==> src/rtl/change_dispenser_if.sv <==
// Controller <-> change dispenser bundle: change request handshake, tube refill,
// solenoid pulses, tube stock and completion report.
interface change_dispenser_if;
    logic       req_valid;
    logic [7:0] req_amount;
    logic       req_ready;
    logic       refill;
    logic       eject5;
    logic       eject2;
    logic       eject1;
    logic [3:0] tube5;
    logic [3:0] tube2;
    logic [3:0] tube1;
    logic       busy;
    logic       done;
    logic       short_flag;
    logic [7:0] short_amount;

    modport master (
        output req_valid, req_amount, refill,
        input  req_ready, eject5, eject2, eject1, tube5, tube2, tube1,
        input  busy, done, short_flag, short_amount
    );

    modport slave (
        input  req_valid, req_amount, refill,
        output req_ready, eject5, eject2, eject1, tube5, tube2, tube1,
        output busy, done, short_flag, short_amount
    );
endinterface

==> src/rtl/change_dispenser.sv <==
// Change payout: greedy $5/$2/$1 ejection as timed solenoid pulses, with per-tube
// stock tracking and reporting of any amount that could not be paid back.
module change_dispenser #(
    parameter int PULSE_CYCLES = 4,
    parameter int GAP_CYCLES   = 4,
    parameter int COIN_CAP     = 15,
    parameter int INIT_COINS   = 10
) (
    input logic               clk,
    input logic               rst,
    change_dispenser_if.slave bus
);
    localparam int CNT_MAX = (PULSE_CYCLES > GAP_CYCLES) ? PULSE_CYCLES : GAP_CYCLES;
    localparam int CNT_W   = $clog2(CNT_MAX + 1);

    typedef enum logic [2:0] {
        S_IDLE,
        S_SELECT,
        S_PULSE,
        S_GAP,
        S_DONE
    } state_e;

    typedef enum logic [1:0] {
        COIN_NONE,
        COIN_5,
        COIN_2,
        COIN_1
    } coin_e;

    state_e           state_q;
    coin_e            coin_q;
    logic [7:0]       remaining_q;
    logic [3:0]       tube5_q;
    logic [3:0]       tube2_q;
    logic [3:0]       tube1_q;
    logic [CNT_W-1:0] cnt_q;
    logic             eject5_q;
    logic             eject2_q;
    logic             eject1_q;
    logic             done_q;
    logic             short_flag_q;
    logic [7:0]       short_amount_q;

    coin_e pick_coin;

    // Largest coin that fits the remainder and is still in stock; empty tubes fall through.
    always_comb begin
        // NOTE: default first so every path assigns pick_coin and no latch is inferred.
        pick_coin = COIN_NONE;
        if (remaining_q >= 8'd5 && tube5_q != 4'd0) begin
            pick_coin = COIN_5;
        end else if (remaining_q >= 8'd2 && tube2_q != 4'd0) begin
            pick_coin = COIN_2;
        end else if (remaining_q >= 8'd1 && tube1_q != 4'd0) begin
            pick_coin = COIN_1;
        end
    end

    always_ff @(posedge clk or negedge rst) begin
        if (!rst) begin
            state_q        <= S_IDLE;
            coin_q         <= COIN_NONE;
            remaining_q    <= 8'd0;
            tube5_q        <= 4'(INIT_COINS);
            tube2_q        <= 4'(INIT_COINS);
            tube1_q        <= 4'(INIT_COINS);
            cnt_q          <= '0;
            eject5_q       <= 1'b0;
            eject2_q       <= 1'b0;
            eject1_q       <= 1'b0;
            done_q         <= 1'b0;
            short_flag_q   <= 1'b0;
            short_amount_q <= 8'd0;
        end else begin
            // NOTE: non-blocking throughout, so every term below reads pre-edge state.
            // Outputs are registered from the current state and so trail it by one cycle.
            eject5_q <= (state_q == S_PULSE) && (coin_q == COIN_5);
            eject2_q <= (state_q == S_PULSE) && (coin_q == COIN_2);
            eject1_q <= (state_q == S_PULSE) && (coin_q == COIN_1);
            done_q   <= (state_q == S_DONE);
            if (state_q == S_DONE) begin
                short_amount_q <= remaining_q;
                short_flag_q   <= (remaining_q != 8'd0);
            end

            case (state_q)
                S_IDLE: begin
                    if (bus.req_valid) begin
                        remaining_q <= bus.req_amount;
                        state_q     <= S_SELECT;
                    end else if (bus.refill) begin
                        tube5_q <= 4'(COIN_CAP);
                        tube2_q <= 4'(COIN_CAP);
                        tube1_q <= 4'(COIN_CAP);
                    end
                end
                S_SELECT: begin
                    coin_q <= pick_coin;
                    cnt_q  <= '0;
                    case (pick_coin)
                        COIN_5: begin
                            tube5_q     <= tube5_q - 4'd1;
                            remaining_q <= remaining_q - 8'd5;
                            state_q     <= S_PULSE;
                        end
                        COIN_2: begin
                            tube2_q     <= tube2_q - 4'd1;
                            remaining_q <= remaining_q - 8'd2;
                            state_q     <= S_PULSE;
                        end
                        COIN_1: begin
                            tube1_q     <= tube1_q - 4'd1;
                            remaining_q <= remaining_q - 8'd1;
                            state_q     <= S_PULSE;
                        end
                        default: state_q <= S_DONE;
                    endcase
                end
                S_PULSE: begin
                    if (cnt_q == CNT_W'(PULSE_CYCLES - 1)) begin
                        cnt_q   <= '0;
                        state_q <= S_GAP;
                    end else begin
                        cnt_q <= cnt_q + CNT_W'(1);
                    end
                end
                S_GAP: begin
                    if (cnt_q == CNT_W'(GAP_CYCLES - 1)) begin
                        cnt_q   <= '0;
                        state_q <= S_SELECT;
                    end else begin
                        cnt_q <= cnt_q + CNT_W'(1);
                    end
                end
                S_DONE:  state_q <= S_IDLE;
                default: state_q <= S_IDLE;
            endcase
        end
    end

    assign bus.req_ready    = (state_q == S_IDLE) && rst;
    assign bus.busy         = (state_q != S_IDLE);
    assign bus.eject5       = eject5_q;
    assign bus.eject2       = eject2_q;
    assign bus.eject1       = eject1_q;
    assign bus.tube5        = tube5_q;
    assign bus.tube2        = tube2_q;
    assign bus.tube1        = tube1_q;
    assign bus.done         = done_q;
    assign bus.short_flag   = short_flag_q;
    assign bus.short_amount = short_amount_q;

    // Two solenoids firing together would jam the return chute.
    a_one_eject: assert property (@(posedge clk) disable iff (!rst)
        $onehot0({eject5_q, eject2_q, eject1_q}));
endmodule
==> src/flat_wrapper.sv <==
// flat-port wrapper written by rule: the top's interface ports become plain ports
module change_dispenser_flat 
#(
    parameter int PULSE_CYCLES = 4,
    parameter int GAP_CYCLES   = 4,
    parameter int COIN_CAP     = 15,
    parameter int INIT_COINS   = 10
)
  (clk, rst, bus_req_valid, bus_req_amount, bus_refill, bus_req_ready, bus_eject5, bus_eject2, bus_eject1, bus_tube5, bus_tube2, bus_tube1, bus_busy, bus_done, bus_short_flag, bus_short_amount);
  change_dispenser_if bus_i ();
  input logic clk;
  input logic rst;
  input wire logic [$bits(bus_i.req_valid)-1:0] bus_req_valid;
  input wire logic [$bits(bus_i.req_amount)-1:0] bus_req_amount;
  input wire logic [$bits(bus_i.refill)-1:0] bus_refill;
  output wire logic [$bits(bus_i.req_ready)-1:0] bus_req_ready;
  output wire logic [$bits(bus_i.eject5)-1:0] bus_eject5;
  output wire logic [$bits(bus_i.eject2)-1:0] bus_eject2;
  output wire logic [$bits(bus_i.eject1)-1:0] bus_eject1;
  output wire logic [$bits(bus_i.tube5)-1:0] bus_tube5;
  output wire logic [$bits(bus_i.tube2)-1:0] bus_tube2;
  output wire logic [$bits(bus_i.tube1)-1:0] bus_tube1;
  output wire logic [$bits(bus_i.busy)-1:0] bus_busy;
  output wire logic [$bits(bus_i.done)-1:0] bus_done;
  output wire logic [$bits(bus_i.short_flag)-1:0] bus_short_flag;
  output wire logic [$bits(bus_i.short_amount)-1:0] bus_short_amount;
  assign bus_i.req_valid = bus_req_valid;
  assign bus_i.req_amount = bus_req_amount;
  assign bus_i.refill = bus_refill;
  assign bus_req_ready = bus_i.req_ready;
  assign bus_eject5 = bus_i.eject5;
  assign bus_eject2 = bus_i.eject2;
  assign bus_eject1 = bus_i.eject1;
  assign bus_tube5 = bus_i.tube5;
  assign bus_tube2 = bus_i.tube2;
  assign bus_tube1 = bus_i.tube1;
  assign bus_busy = bus_i.busy;
  assign bus_done = bus_i.done;
  assign bus_short_flag = bus_i.short_flag;
  assign bus_short_amount = bus_i.short_amount;
  change_dispenser #(.PULSE_CYCLES(PULSE_CYCLES), .GAP_CYCLES(GAP_CYCLES), .COIN_CAP(COIN_CAP), .INIT_COINS(INIT_COINS)) u_core (.clk(clk), .rst(rst), .bus(bus_i));
endmodule
==> config.mk <==
export PLATFORM = sky130hd
export DESIGN_NAME = change_dispenser_flat
export DESIGN_NICKNAME = d
export VERILOG_FILES = /design/src/rtl/change_dispenser_if.sv /design/src/rtl/change_dispenser.sv /design/src/flat_wrapper.sv
export SDC_FILE = /design/constraint.sdc
export NUM_CORES = 1
export LEC_CHECK = 0
export ABC_CLOCK_PERIOD_IN_PS = 3070
export CAP_MARGIN = 30
export CORE_AREA = 5 5 58 99
export CTS_BUF_LIST = sky130_fd_sc_hd__clkbuf_16
export CTS_CLUSTER_SIZE = 12
export DETAILED_ROUTE_END_ITERATION = 8
export DIE_AREA = 0 0 63 104
export GPL_TIMING_DRIVEN = 0
export PLACE_DENSITY = 0.78
export SKIP_CTS_REPAIR_TIMING = 1
export SLEW_MARGIN = 20
export SYNTH_ARGS = -nofsm -noshare
export SYNTH_HDL_FRONTEND = slang
export SYNTH_SLANG_ARGS = --single-unit
==> constraint.sdc <==
create_clock -name clk -period 3.07 [get_ports clk]
set_input_delay 0.4605 -clock clk [delete_from_list [all_inputs] [get_ports clk]]
set_output_delay 0.4605 -clock clk [all_outputs]
set_load 0.05 [all_outputs]
* Word level (Yosys, flattened, before mapping) *
Index checks and enable logic that the tools add are counted.

storage, ports and cells
  register bits = 41
  bits of input ports = 12
  output and inout port bits = 27
  word-level logic and storage cells = 86

cells by class
  add/subtract/negate cells = 7
  $lt $le $gt $ge = 3
  equal/unequal tests = 20
  mux-type cells = 21
  reduce and logical (&&, ||, !) cells = 22

operator list
  cell                   count
  $pmux W4 S2            3
  $pmux W8 S3            1
  $mux W4                5
  $pmux W8 S2            1
  $mux W3                5
  $pmux W3 S4            1
  $reduce_and A4 Y1      3
  $reduce_bool A4 Y1     3
  $sub A4 B1 Y4 const B  3
  $eq A3 B2 Y1 const B   3
  $eq A2 B2 Y1 const B   4
  $ge A8 B1 Y1 const B   1
  $ge A8 B2 Y1 const B   1
  $ge A8 B3 Y1 const B   1
  $mux W8                1
  $ne A2 B1 Y1 const B   4
  $ne A2 B2 Y1 const B   4
  $reduce_bool A8 Y1     1
  $sub A8 B1 Y8 const B  1
  $sub A8 B2 Y8 const B  1
  $sub A8 B3 Y8 const B  1
  $logic_and A1 B1 Y1    7
  $mux W2                3
  $pmux W3 S2            1
  other kinds (11)       14

* Logic depth before layout (Yosys ltp) *
  depth after elaboration = 9
  mapped depth = 10
  depth with buffers taken out = 8

* Least setup slack after synthesis *
Ideal clock, no wire load.

  path kind = flip-flop to flip-flop
  from = register u_core.tube2_q[0], in the netlist u_core.bus.tube2[0]
  to = register u_core.remaining_q[3]
  arrival = 2.509 ns
  required time = 2.990 ns
  path slack = 0.482 ns
  stages on the path, launching flop included = 10
  path buffers = 1
  period minus slack after synthesis = 2.588 ns
  cell sequence = dfrtp_1 > inv_1 > ha_1 > or3b_2 > clkbuf_1 > o31a_4 > o22ai_4 > mux2_2 > a21oi_1 > a2bb2oi_1

between the ends
  cells in the longest elaborated chain, start to end = 7
  elaborated cells on any way between the ends = 11
  classes of those cells = eq/ne: 4; mux: 4; reduce/logical: 3

RTL lines
  item                                              line                     source
  start, declared                                   change_dispenser.sv:35   logic [3:0] tube2_q;
  start signal, assigned                            change_dispenser.sv:66   tube2_q <= 4'(INIT_COINS);
  start signal, assigned                            change_dispenser.sv:94   tube2_q <= 4'(COIN_CAP);
  start signal, assigned                            change_dispenser.sv:108  tube2_q <= tube2_q - 4'd1;
  $reduce_bool A4 Y1 (*)                            change_dispenser.sv:53   end else if (remaining_q >= 8'd2 && tube2_q != 4'd0) begin
  $logic_and A1 B1 Y1 (*)                           change_dispenser.sv:53
  $mux W2 (*)                                       change_dispenser.sv:53
  $mux W2 (*)                                       change_dispenser.sv:51   if (remaining_q >= 8'd5 && tube5_q != 4'd0) begin
  $eq A2 B2 Y1 or $eq A2 B1 Y1 (tied branches)      change_dispenser.sv:101  case (pick_coin)
  $pmux W8 S3 or $ne A4 B1 Y1 (tied branches)       n/a
  $pmux W8 S2 or $reduce_and A3 Y1 (tied branches)  n/a
  end signal, assigned                              change_dispenser.sv:90   remaining_q <= bus.req_amount;
  end signal, assigned                              change_dispenser.sv:104  remaining_q <= remaining_q - 8'd5;
  end signal, assigned                              change_dispenser.sv:109  remaining_q <= remaining_q - 8'd2;
  end, declared                                     change_dispenser.sv:33   logic [7:0] remaining_q;

Every way passes the cells marked *; elsewhere a longest branch is shown, timed or not.
A chain may end at the register's enable or synchronous reset.

* Final worst setup path *
  from = register u_core.state_q[1]
  to = output port bus_req_ready

between the ends
  cells in the longest elaborated chain, start to end = 2

RTL lines
  item                    line                     source
  start, declared         change_dispenser.sv:31   state_e state_q;
  start signal, assigned  change_dispenser.sv:62   state_q <= S_IDLE;
  start signal, assigned  change_dispenser.sv:91   state_q <= S_SELECT;
  start signal, assigned  change_dispenser.sv:105  state_q <= S_PULSE;
  $logic_not A3 Y1        change_dispenser.sv:142  assign bus.req_ready = (state_q == S_IDLE) && rst;
  $logic_and A1 B1 Y1     change_dispenser.sv:142
  end, declared           flat_wrapper.sv:16       output wire logic [$bits(bus_i.req_ready)-1:0] bus_req_ready;

Every way passes these cells.

==> reports/results.tsv <==
metric	value	unit
Root Driver	clkbuf_16	
Syn Area/Cell	9.57	um2
CTS Buf Count	5	
CP endpoint kind	output port	
I/O pin cnt	39	
largest net degree at the start of global routing	27	
Inst Count DP	357	
Port-buffer cells	38	
FF-to-FF Start	u_core.remaining_q[1]	
die span in y	104	um
worst skew pair latency	0.28	ns
Non-Filler Instances	365	
WP data required	2.61	ns
min cycle time layout	2.78	ns
critical path's top delay family	buffers and inverters	
CP peak stage delay	0.80	ns
leak pwr	0.00133	uW
via count	2185	
first-pass GRT wire length	10300	um
Slew @ Worst Pin	0.832	ns
TritonRoute pass-1 iters	4	
diode count	0	
sequential-to-total area share from yosys stat	0.409	
Post-Route WL	6130	um
grt ovf	0	
antenna violations before repair	0	
# rows	34	
Post-Synth Adder-Cell Area	0.0545	
min-delay worst type	in2async	
DPL Wire Length	4460	um
TritonCTS clock tree	yes	
Post-synth EDFFs	0	
Clock Path Buffers	2	
Slew HR	0.444	
post-synthesis mux area share	0.0564	
overall power	2810	uW
Max Clk Rate	360	MHz
post-route ant nets	0	
Post-Syn Area	2530	um2
area of the multi-input gates	1380	um2
final-stage net count	333	
ys async rst share	1.00	
pwr dens	890	nW/um2
wire length per cell	16.8	um
vias per cell	5.99	
vias in the first global route	2177	
syn nets	287	
Main synth FF type	dfrtp_1	
final setup skew	0.00553	ns
placed cell areas	2990	um2
Worst path slowest cell	clkdlybuf4s50_1	
Critical Path Source Type	register	
Core ar.	4890	um2
simple-gate share of the synthesized area	0.171	
Util after Layout	0.646	
cells after synthesis	264	
Worst EP arrival	2.32	ns
# Max-Cap Violations	0	
R2R setup slack	0.35	ns
DRC viols	0	
Tcrit/Tclk final	0.904	
layout cells sized above 1	0.148	
fin area	3160	um2
Post-Synth XOR/XNOR Area	0.0208	
gr usage total	0.192	
H-tree depth	2	
CTS sink cnt	41	
Critical R2R Capture	u_core.remaining_q[6]	
CP cell instances	clkbuf_1 -> nor3_2 -> and2_1 -> clkdlybuf4s50_1	
Synthesis Warnings	0	
final hold slack	0.0997	ns
Compound-Gate Fraction of Synth Area	0.241	
R2R depth	9	
Worst-path clk slew	0.06	ns
Netlist cell types	64	
RePlAce Congestion	0.888	
DR iter-0 viols	79	
Initial Util	0.517	
Synth Register Bits	41	
Max rail drop VDD	0.695	mV
Fin. Hold Viols	0	
Worst Path Buf+Inv	2	
outcome	complete, no violations	
RSZ-0062 raised after global routing	false	
Pins Over Slew Limit	0	
total die area	6550	um2
largest family of logic cells by synthesized area	compound AO/OA/AOI/OAI gates	
Layout area overhead	25.0	%
register area	1030	um2
Die W	63	um
Critical Path Fanout Max	9	
critical path class	reg2out	
final setup fails	0	
Layout fillers	402	
[cells by family (layout without fill, tap and decap cells)]
family | count (synthesis) | after routing
xor gates and xnor gates | 6 | 6
and+or+nand+nor | 81 | 81
adders and majority gates | 11 | 11
muxes | 13 | 13
AOI/OAI and AO/OA | 82 | 82
buffers and inverters | 30 | 77
DFF | 41 | 41
[state kept, by name, summed over array words and instances (netlist names)]
name,cells
u_core.bus.done,1
u_core.bus.eject1,1
u_core.bus.eject2,1
u_core.bus.eject5,1
u_core.bus.short_amount,8
u_core.bus.short_flag,1
u_core.bus.tube1,4
u_core.bus.tube2,4
u_core.bus.tube5,4
u_core.cnt_q,3
u_core.coin_q,2
u_core.remaining_q,8
u_core.state_q,3
[metal layers]
layer | vias up | track usage | share of wire
li1 | 1062 | - | -
met1 | 1042 | 0.224 | 0.40
met2 | 67 | 0.346 | 0.53
met3 | 14 | 0.0303 | 0.038
met4 | 0 | 0.0683 | 0.024
met5 | - | 0 | 0
[through the flow]
| stage | setup WS [ns] | TNS (ns) |
|---|---|---|
| after floorplan | 0.482 | 0 |
| after global placement | -0.795 | -0.795 |
| final | 0.294 | 0 |
| after global routing | 0.116 | 0 |
| after CTS | 0.0404 | 0 |
| after detailed placement | 0.342 | 0 |
[Yosys cell counts, drive strengths merged (4+ instances only)]
library cell,count,area [um2]
dfrtp,35,876
nor2,20,77.6
a21oi,19,95.1
nand2,19,71.3
o21ai,16,80.1
inv,14,52.6
clkbuf,12,45.0
ha,11,138
nor3,11,55.1
mux2,10,113
a31oi,7,43.8
nand3,7,35.0
dfstp,6,158
o22ai,6,51.3
and2,4,27.5
buf,4,21.3
o31ai,4,43.8
or3b,4,35.0
xnor2,4,35.0
[cell usage in the layout, fill, tap and decap left out, drive strengths merged, types with 3 or more instances in the layout]
cell / count
xnor2: 4
a2bb2oi: 3
nor2: 20
or3b: 4
o22ai: 6
o31ai: 4
a31oi: 7
clkbuf: 17
o21ai: 16
dfstp: 6
nor3: 11
nand3: 7
dfrtp: 35
and2: 4
nand2: 19
clkdlybuf4s50: 37
inv: 15
mux2: 10
mux2i: 3
nor4: 3
a21oi: 19
ha: 11
buf: 6
[worst max-delay path by stage]
stage | from | endpoint | slack (ns) | cells past startpoint
2_1_floorplan | u_core.bus.tube2[0] | u_core.remaining_q[3] | 0.48 | 9
3_3_place_gp | rst | bus_req_ready | -0.79 | 3
3_5_place_dp | u_core.remaining_q[1] | u_core.remaining_q[6] | 0.34 | 9
4_1_cts | u_core.state_q[1] | bus_req_ready | 0.04 | 4
5_1_grt | u_core.remaining_q[1] | u_core.remaining_q[6] | 0.12 | 9
6_report | u_core.state_q[1] | bus_req_ready | 0.29 | 4
[cell type report]
cell class,instances,share of cell area
Clock inverter,3,0.0119
Sequential cell,41,0.327
Inverter,14,0.0166
Multi-Input combinational cell,193,0.437
Timing Repair Buffer,39,0.125
Tap cell,54,0.0214
Clock buffer,5,0.0396
Buffer,16,0.0210
[power by group]
group	internal, uW	switching [uW]
logic	503	837
registers	712	174
clock network	378	206
total	1590	1220
Note: power is estimated with default switching activity, not from simulation.
